<file path="src/rtl/sdram_arbiter.sv">
// ---------------------------------------------------------------------------
// sdram_arbiter
// Shares one SDRAM controller command port between two requesters
// (port 0: CPU, port 1: DMA/display) and schedules periodic auto-refresh,
// which always wins over both ports. One transaction is in flight at a time.
//
// Configuration macro: SDRAM_ARB_FIXED_PRIO_EN
//   defined   : port 0 always wins a tie between eligible ports
//   undefined : round-robin between eligible ports (default)
//
// Ports
//   clk, reset            clock (rising edge), asynchronous active-low reset
//   p0_* / p1_*           requester ports: req/we/addr/wdata in, ack/rdata out
//   mem_req/we/addr/wdata registered command to the SDRAM controller
//   mem_ack, mem_rdata    command completion pulse and read data
//   mem_ref_req/ref_ack   auto-refresh handshake
//   ref_overrun           sticky: refresh interval expired with refresh pending
// ---------------------------------------------------------------------------
module sdram_arbiter #(
  parameter int unsigned ADDR_W         = 32,
  parameter int unsigned DATA_W         = 32,
  parameter int unsigned REFRESH_CYCLES = 390
) (
  input  logic              clk,
  input  logic              reset,
  input  logic              p0_req,
  input  logic              p0_we,
  input  logic [ADDR_W-1:0] p0_addr,
  input  logic [DATA_W-1:0] p0_wdata,
  output logic              p0_ack,
  output logic [DATA_W-1:0] p0_rdata,
  input  logic              p1_req,
  input  logic              p1_we,
  input  logic [ADDR_W-1:0] p1_addr,
  input  logic [DATA_W-1:0] p1_wdata,
  output logic              p1_ack,
  output logic [DATA_W-1:0] p1_rdata,
  output logic              mem_req,
  output logic              mem_we,
  output logic [ADDR_W-1:0] mem_addr,
  output logic [DATA_W-1:0] mem_wdata,
  input  logic              mem_ack,
  input  logic [DATA_W-1:0] mem_rdata,
  output logic              mem_ref_req,
  input  logic              mem_ref_ack,
  output logic              ref_overrun
);

  localparam int unsigned TMR_W = (REFRESH_CYCLES > 2) ? $clog2(REFRESH_CYCLES) : 1;
  localparam logic [TMR_W-1:0] TMR_RELOAD = TMR_W'(REFRESH_CYCLES - 1);

  typedef enum logic [1:0] {
    ST_IDLE    = 2'd0,
    ST_XFER    = 2'd1,
    ST_REFRESH = 2'd2
  } state_t;

  state_t           r_state;
  logic [TMR_W-1:0] r_timer;
  logic             r_ref_pending;
  logic             r_winner;      // 1 = port 1 owns the in-flight transfer
`ifndef SDRAM_ARB_FIXED_PRIO_EN
  logic             r_last_grant;
`endif

  logic w_tmr_zero;
  logic w_ref_done;
  logic w_p0_elig;
  logic w_p1_elig;
  logic w_pick1;

  assign w_tmr_zero = (r_timer == '0);
  assign w_ref_done = (r_state == ST_REFRESH) && mem_ref_ack;

  // A port in its ack cycle still shows the request it just completed.
  assign w_p0_elig = p0_req & ~p0_ack;
  assign w_p1_elig = p1_req & ~p1_ack;

`ifdef SDRAM_ARB_FIXED_PRIO_EN
  assign w_pick1 = w_p1_elig & ~w_p0_elig;
`else
  // On a tie, grant the port that did not win last time.
  assign w_pick1 = w_p1_elig & (~w_p0_elig | ~r_last_grant);
`endif

  // Refresh interval timer; a new expiry beats a same-cycle refresh ack.
  always_ff @(posedge clk or negedge reset) begin
    if (!reset) begin
      r_timer       <= TMR_RELOAD;
      r_ref_pending <= 1'b0;
      ref_overrun   <= 1'b0;
    end else if (w_tmr_zero) begin
      r_timer       <= TMR_RELOAD;
      r_ref_pending <= 1'b1;
      if (r_ref_pending && !w_ref_done) ref_overrun <= 1'b1;
    end else begin
      r_timer <= r_timer - TMR_W'(1);
      if (w_ref_done) r_ref_pending <= 1'b0;
    end
  end

  // Arbitration FSM with registered command and response outputs.
  always_ff @(posedge clk or negedge reset) begin
    if (!reset) begin
      r_state      <= ST_IDLE;
      r_winner     <= 1'b0;
`ifndef SDRAM_ARB_FIXED_PRIO_EN
      r_last_grant <= 1'b1;
`endif
      mem_req      <= 1'b0;
      mem_we       <= 1'b0;
      mem_addr     <= '0;
      mem_wdata    <= '0;
      mem_ref_req  <= 1'b0;
      p0_ack       <= 1'b0;
      p1_ack       <= 1'b0;
      p0_rdata     <= '0;
      p1_rdata     <= '0;
    end else begin
      p0_ack <= 1'b0;
      p1_ack <= 1'b0;
      case (r_state)
        ST_IDLE: begin
          if (r_ref_pending) begin
            mem_ref_req <= 1'b1;
            r_state     <= ST_REFRESH;
          end else if (w_p0_elig || w_p1_elig) begin
            mem_req   <= 1'b1;
            r_winner  <= w_pick1;
            mem_we    <= w_pick1 ? p1_we    : p0_we;
            mem_addr  <= w_pick1 ? p1_addr  : p0_addr;
            mem_wdata <= w_pick1 ? p1_wdata : p0_wdata;
            r_state   <= ST_XFER;
          end
        end
        ST_XFER: begin
          if (mem_ack) begin
            mem_req <= 1'b0;
            if (r_winner) begin
              p1_ack <= 1'b1;
              if (!mem_we) p1_rdata <= mem_rdata;
            end else begin
              p0_ack <= 1'b1;
              if (!mem_we) p0_rdata <= mem_rdata;
            end
`ifndef SDRAM_ARB_FIXED_PRIO_EN
            r_last_grant <= r_winner;
`endif
            r_state <= ST_IDLE;
          end
        end
        ST_REFRESH: begin
          if (mem_ref_ack) begin
            mem_ref_req <= 1'b0;
            r_state     <= ST_IDLE;
          end
        end
        default: r_state <= ST_IDLE;
      endcase
    end
  end

endmodule

</file>
<file path="config.mk">
export PLATFORM = sky130hd
export DESIGN_NAME = sdram_arbiter
export DESIGN_NICKNAME = d
export VERILOG_FILES = /design/src/rtl/sdram_arbiter.sv
export SDC_FILE = /design/constraint.sdc
export NUM_CORES = 1
export LEC_CHECK = 0
export CELL_PAD_IN_SITES_DETAIL_PLACEMENT = 0
export CELL_PAD_IN_SITES_GLOBAL_PLACEMENT = 1
export CORE_ASPECT_RATIO = 2
export CORE_MARGIN = 5
export CORE_UTILIZATION = 33
export DETAILED_ROUTE_END_ITERATION = 8
export PLACE_DENSITY_LB_ADDON = 0.1
export SLEW_MARGIN = 20
export SYNTH_ARGS = -nofsm -noshare
export SYNTH_HDL_FRONTEND = slang
export SYNTH_SLANG_ARGS = --single-unit
</file>
<file path="constraint.sdc">
create_clock -name clk -period 2.72 [get_ports clk]
set_clock_uncertainty 0.05 [all_clocks]
set_input_delay 0.544 -clock clk [delete_from_list [all_inputs] [get_ports clk]]
set_output_delay 0.544 -clock clk [all_outputs]
set_load 0.02 [all_outputs]
</file>
Word level (Yosys, flattened, before mapping)
Cells that the tools add are included.
- register bits: 148
- bits in latches: 0
- bits in writable memories: 0
- memory bits (read-only): 0
- bits of input ports: 168
- logic and storage cells: 76
- memories kept: 0
- add/subtract/negate cells: 1
- multipliers: 0
- divide/modulo/power cells: 0
- $lt $le $gt $ge: 0
- equal/unequal tests: 8
- shifts and indexed selects: 0
- multiplexer cells: 24
- bitwise operators: 11
- reductions and logical operators: 17
- operators by type and width (operator ; count):
    2-to-1 mux 32 bit ; 2
    2-to-1 mux 1 bit ; 14
    AND reduction 4 bit ; 3
    inequality test 2 bit, second input constant ; 5
    logical NOT 9 bit ; 1
    2-to-1 mux 9 bit ; 1
    AND reduction 3 bit ; 3
    subtractor 9 x 1 -> 9 bit, second input constant ; 1
    2-to-1 mux 2 bit ; 4
    NOT 1 bit ; 7
    one-hot mux 2 bit (3 select lines) ; 1
    nonzero test 2 bit ; 3
    one-hot mux 1 bit (2 select lines) ; 2
    AND reduction 2 bit ; 2
    AND 1 bit ; 3
    inequality test 3 bit, second input constant ; 1
    == test 2 x 1 -> 1 bit, second input constant ; 1
    == test 2 bit, second input constant ; 1
    logical AND 1 bit ; 2
    logical NOT 2 bit ; 1
    logical NOT 1 bit ; 1
    logical OR 1 bit ; 1
    bitwise OR 1 bit ; 1

Depth between registers and ports, before layout
- word-level depth: 6
- mapped depth: 7
- mapped depth without buffers: 6

Worst setup path before layout
No wires, ideal clock.
- path kind: register to register
- start point: register r_timer[1]
- end point: register r_timer[6]
- setup time: 0.125 ns
- arrival time: 1.530 ns
- setup slack: 1.015 ns
- stages on the path, launching flop included: 7
- path buffers: 1
- clock period less this slack: 1.705 ns
- cell sequence: dfrtp_1 inv_1 ha_1 or3b_1 clkbuf_1 nor3_1 mux2_2
- word-level cells in the longest chain between the ends: 2
- elaborated cells on any way between the ends: 3
- those cells by class: add/sub (1); mux (1); reduce/logical (1)
- RTL lines (element ; line ; RTL):
    from (decl) ; 59 ; logic [TMR_W-1:0] r_timer;
    from (signal assigned) ; 97 ; r_timer <= r_timer - TMR_W'(1);
    subtractor 9 x 1 -> 9 bit / logical NOT 9 bit (equally long branches) ; 97, 72 ;
    2-to-1 mux 9 bit * ; 92 ; end else if (w_tmr_zero) begin
Mark *: on every way between the ends. The rest lies on a longest branch, timed or not.
A chain may end at the register's enable or synchronous reset.

Worst setup path in the final report
- start point: register mem_we
- end point: output port mem_we
- RTL lines (element ; line ; RTL):
    from (decl) ; 39 ; output logic mem_we,
    from (signal assigned) ; 130 ; mem_we <= w_pick1 ? p1_we : p0_we;
No word-level cell between the ends.

==> metrics.txt <==
Worst setup SP type flop; Sw Share 37.65%; via count of the first global-routing pass 5726; Synth top cells by count dfrtp_1, nand2_1, nor2_1, a31oi_1, mux2_2; clock-pin slew on the worst setup and hold paths 0.06 ns; Total GRT Usage 18.57%; DIE HEIGHT 205.2 µm; worst path buffer plus inverter count 1; Synth async-reset ratio 100.0%; Max Clk Rate 442.2 MHz; Syn. warnings 0; fillers 1728; CTS tree done; Crit Path Max Fanout 4; die width 107.6 µm; P_leak 4.293 nW; total power 12.35 mW; DR pass1 iterations 4; R2R cell count 5; max-slew violation count 0; count leader, synth dfrtp_1; clk sinks 148; status completed; IO Count 302; share of cells above drive strength 1 13.57%; pwr dens 1212 nW/µm²; Synth area leaders dfrtp_1, nand2_1, mux2_4, a31oi_1, mux2_2; hpwl dp 15.76 mm; Most used DFF post-synth dfrtp_1; CTS buffer count 17; max incr delay on CP 0.70 ns; Yosys reg bits 148; Initial Util 33.38%; Placeable Area 18830 µm²; Root Driver clkbuf_16; sequential area share after synthesis 59.00%; Non-Filler Instances 1140; grt ovf 0; Worst EP arrival 1.67 ns; Cell Area, Synth 6287 µm²; Slew headroom 65.90%; post-cts sizing count 0; WP depth 1; nets 1040; Slowest-stage cell, CP clkdlybuf4s50_1; Flop pwr share 31.3%; RSZ-0062 raised after global routing no; Pint 7.701 mW; drt drc 0; DR vias/cell 4.675; critical path required time 2.13 ns; # setup viols final 0; PortBufs 301; share of the synthesized area in the top cell type 56.92%; remaining antenna violation count 0; hold buffer count at cts 0; Clock Power Share 18.7%; Clock Latency Late Sink 0.41 ns; initial antenna violation count 1; Critical Path End Type output pin; Min-Delay Path Class in2async; syn nets 743; Post-synth EDFFs 0; final RePlAce weighted congestion 0.8000; critical path class reg2out; total wire length 20.49 mm; max-capacitance violation count 0; routed vias 5330; DR WL/cell 17.97 µm; maximum vdd drop 0.0005480 V; clock buffer depth 2; crit-path cells clkdlybuf4s50_1; first-pass GRT wire length 31.42 mm; Layout area overhead 62.13%; period utilisation layout 83.13%; number of H-tree levels 4; final setup TNS 0 ns; final hold vios 0; placed insts 1107; die area 22080 µm²; Avg Cell Area, Syn 10.95 µm²; Period minus WS final 2.261 ns; DRT iter0 DRCs 143; Net Switching 4.650 mW; Yosys cell types 36; Worst-Margin Slew 0.5114 ns; largest net degree at the start of global routing 67; crit-path leading delay family buffers and inverters; Yosys top cell by area dfrtp_1; Row Count 71; number of post-CTS setup repair buffers 0; Comb pwr share 50.0%; Synth Instances 574
[kinds of logic (layout without fill, tap and decap cells)]
kind of cell	Yosys count	in the layout	share of synthesized area, %
DFF	148	148	59.01
and+or+nand+nor	235	235	15.26
muxes	65	65	13.43
adders and majority gates	1	1	0.1990
AOI/OAI and AO/OA	80	80	7.861
other	0	1	0
xor gates and xnor gates	3	3	0.4180
buffers and inverters	42	352	3.821
[power groups by stage]
stage	clock network [mW]	logic (mW)	registers (mW)
after floorplan	0	2.09	5.02
after global placement	0	6.19	3.85
after detailed placement	0	6.28	3.90
after CTS	2.39	6.30	3.88
after global routing	2.47	6.63	4.00
final	2.31	6.18	3.86
[flip-flops by register name, summed over array words and instances, names as in the netlist, 2 cells and up]
name and flops:
mem_addr 32, mem_wdata 32, p0_rdata 32, p1_rdata 32
r_timer 9, r_state 2
[worst reg2reg max path: stages (launching register included)]
cell and delay [ns]:
dfrtp_1 0.46, nor3_1 0.42, o21a_4 0.39, buf_4 0.27, nor2_1 0.06, a31oi_1 0.15
[stage by stage]
step | setup WS, ns | util [%] | instance area [µm²] | hold slack, ns
finish | 0.4587 | 54.13 | 10190 | 0.04087
global route | 0.3655 | 54.13 | 10190 | 0.07022
CTS | 0.4094 | 54.11 | 10190 | 0.03799
detailed placement | 0.3068 | 51.00 | 9605 | 0.4051
global placement | 0.3569 | 51.00 | 9605 | 0.3958
floorplan | 1.015 | - | 6287 | 0.1984
[metal layers]
metal,routed length (µm),vias up,GRT usage [%]
li1,-,2525,-
met4,684,0,7.901
met2,11450,207,35.22
met3,1370,35,5.212
met5,0,-,0
met1,6977,2563,18.40
[layout by cell type, fill, tap and decap left out, types with 6 or more instances in the layout]
master,n
mux2_2,33
a31oi_1,65
buf_12,7
clkdlybuf4s50_1,300
mux2_4,30
nand2_1,141
dfrtp_1,143
nor2_1,76
clkbuf_16,17
buf_4,6
inv_1,6
[worst paths after layout]
check,from,to,slack [ns]
setup / recovery,mem_we,mem_we,0.46
hold / removal,reset,p1_rdata[8],0.04
setup reg to reg,r_state[0],mem_wdata[0],0.84
hold reg to reg,r_timer[0],r_timer[0],0.41
max in group asynchronous,reset,p0_rdata[26],1.85
min in group clk,r_timer[0],r_timer[0],0.41
[cell type report]
type                    count  area (µm²)  area share [%]
clock inverters            12       128.9           1.264
multi-input cells         384        2355           23.10
diodes                      1       2.502         0.02455
well taps                 255       319.1           3.130
repair buffers            314        3199           31.39
clock buffers              20       456.7           4.480
flip-flops and latches    148        3710           36.39
inverters                   6       22.52          0.2209
Note: power is estimated with default switching activity, not from simulation.
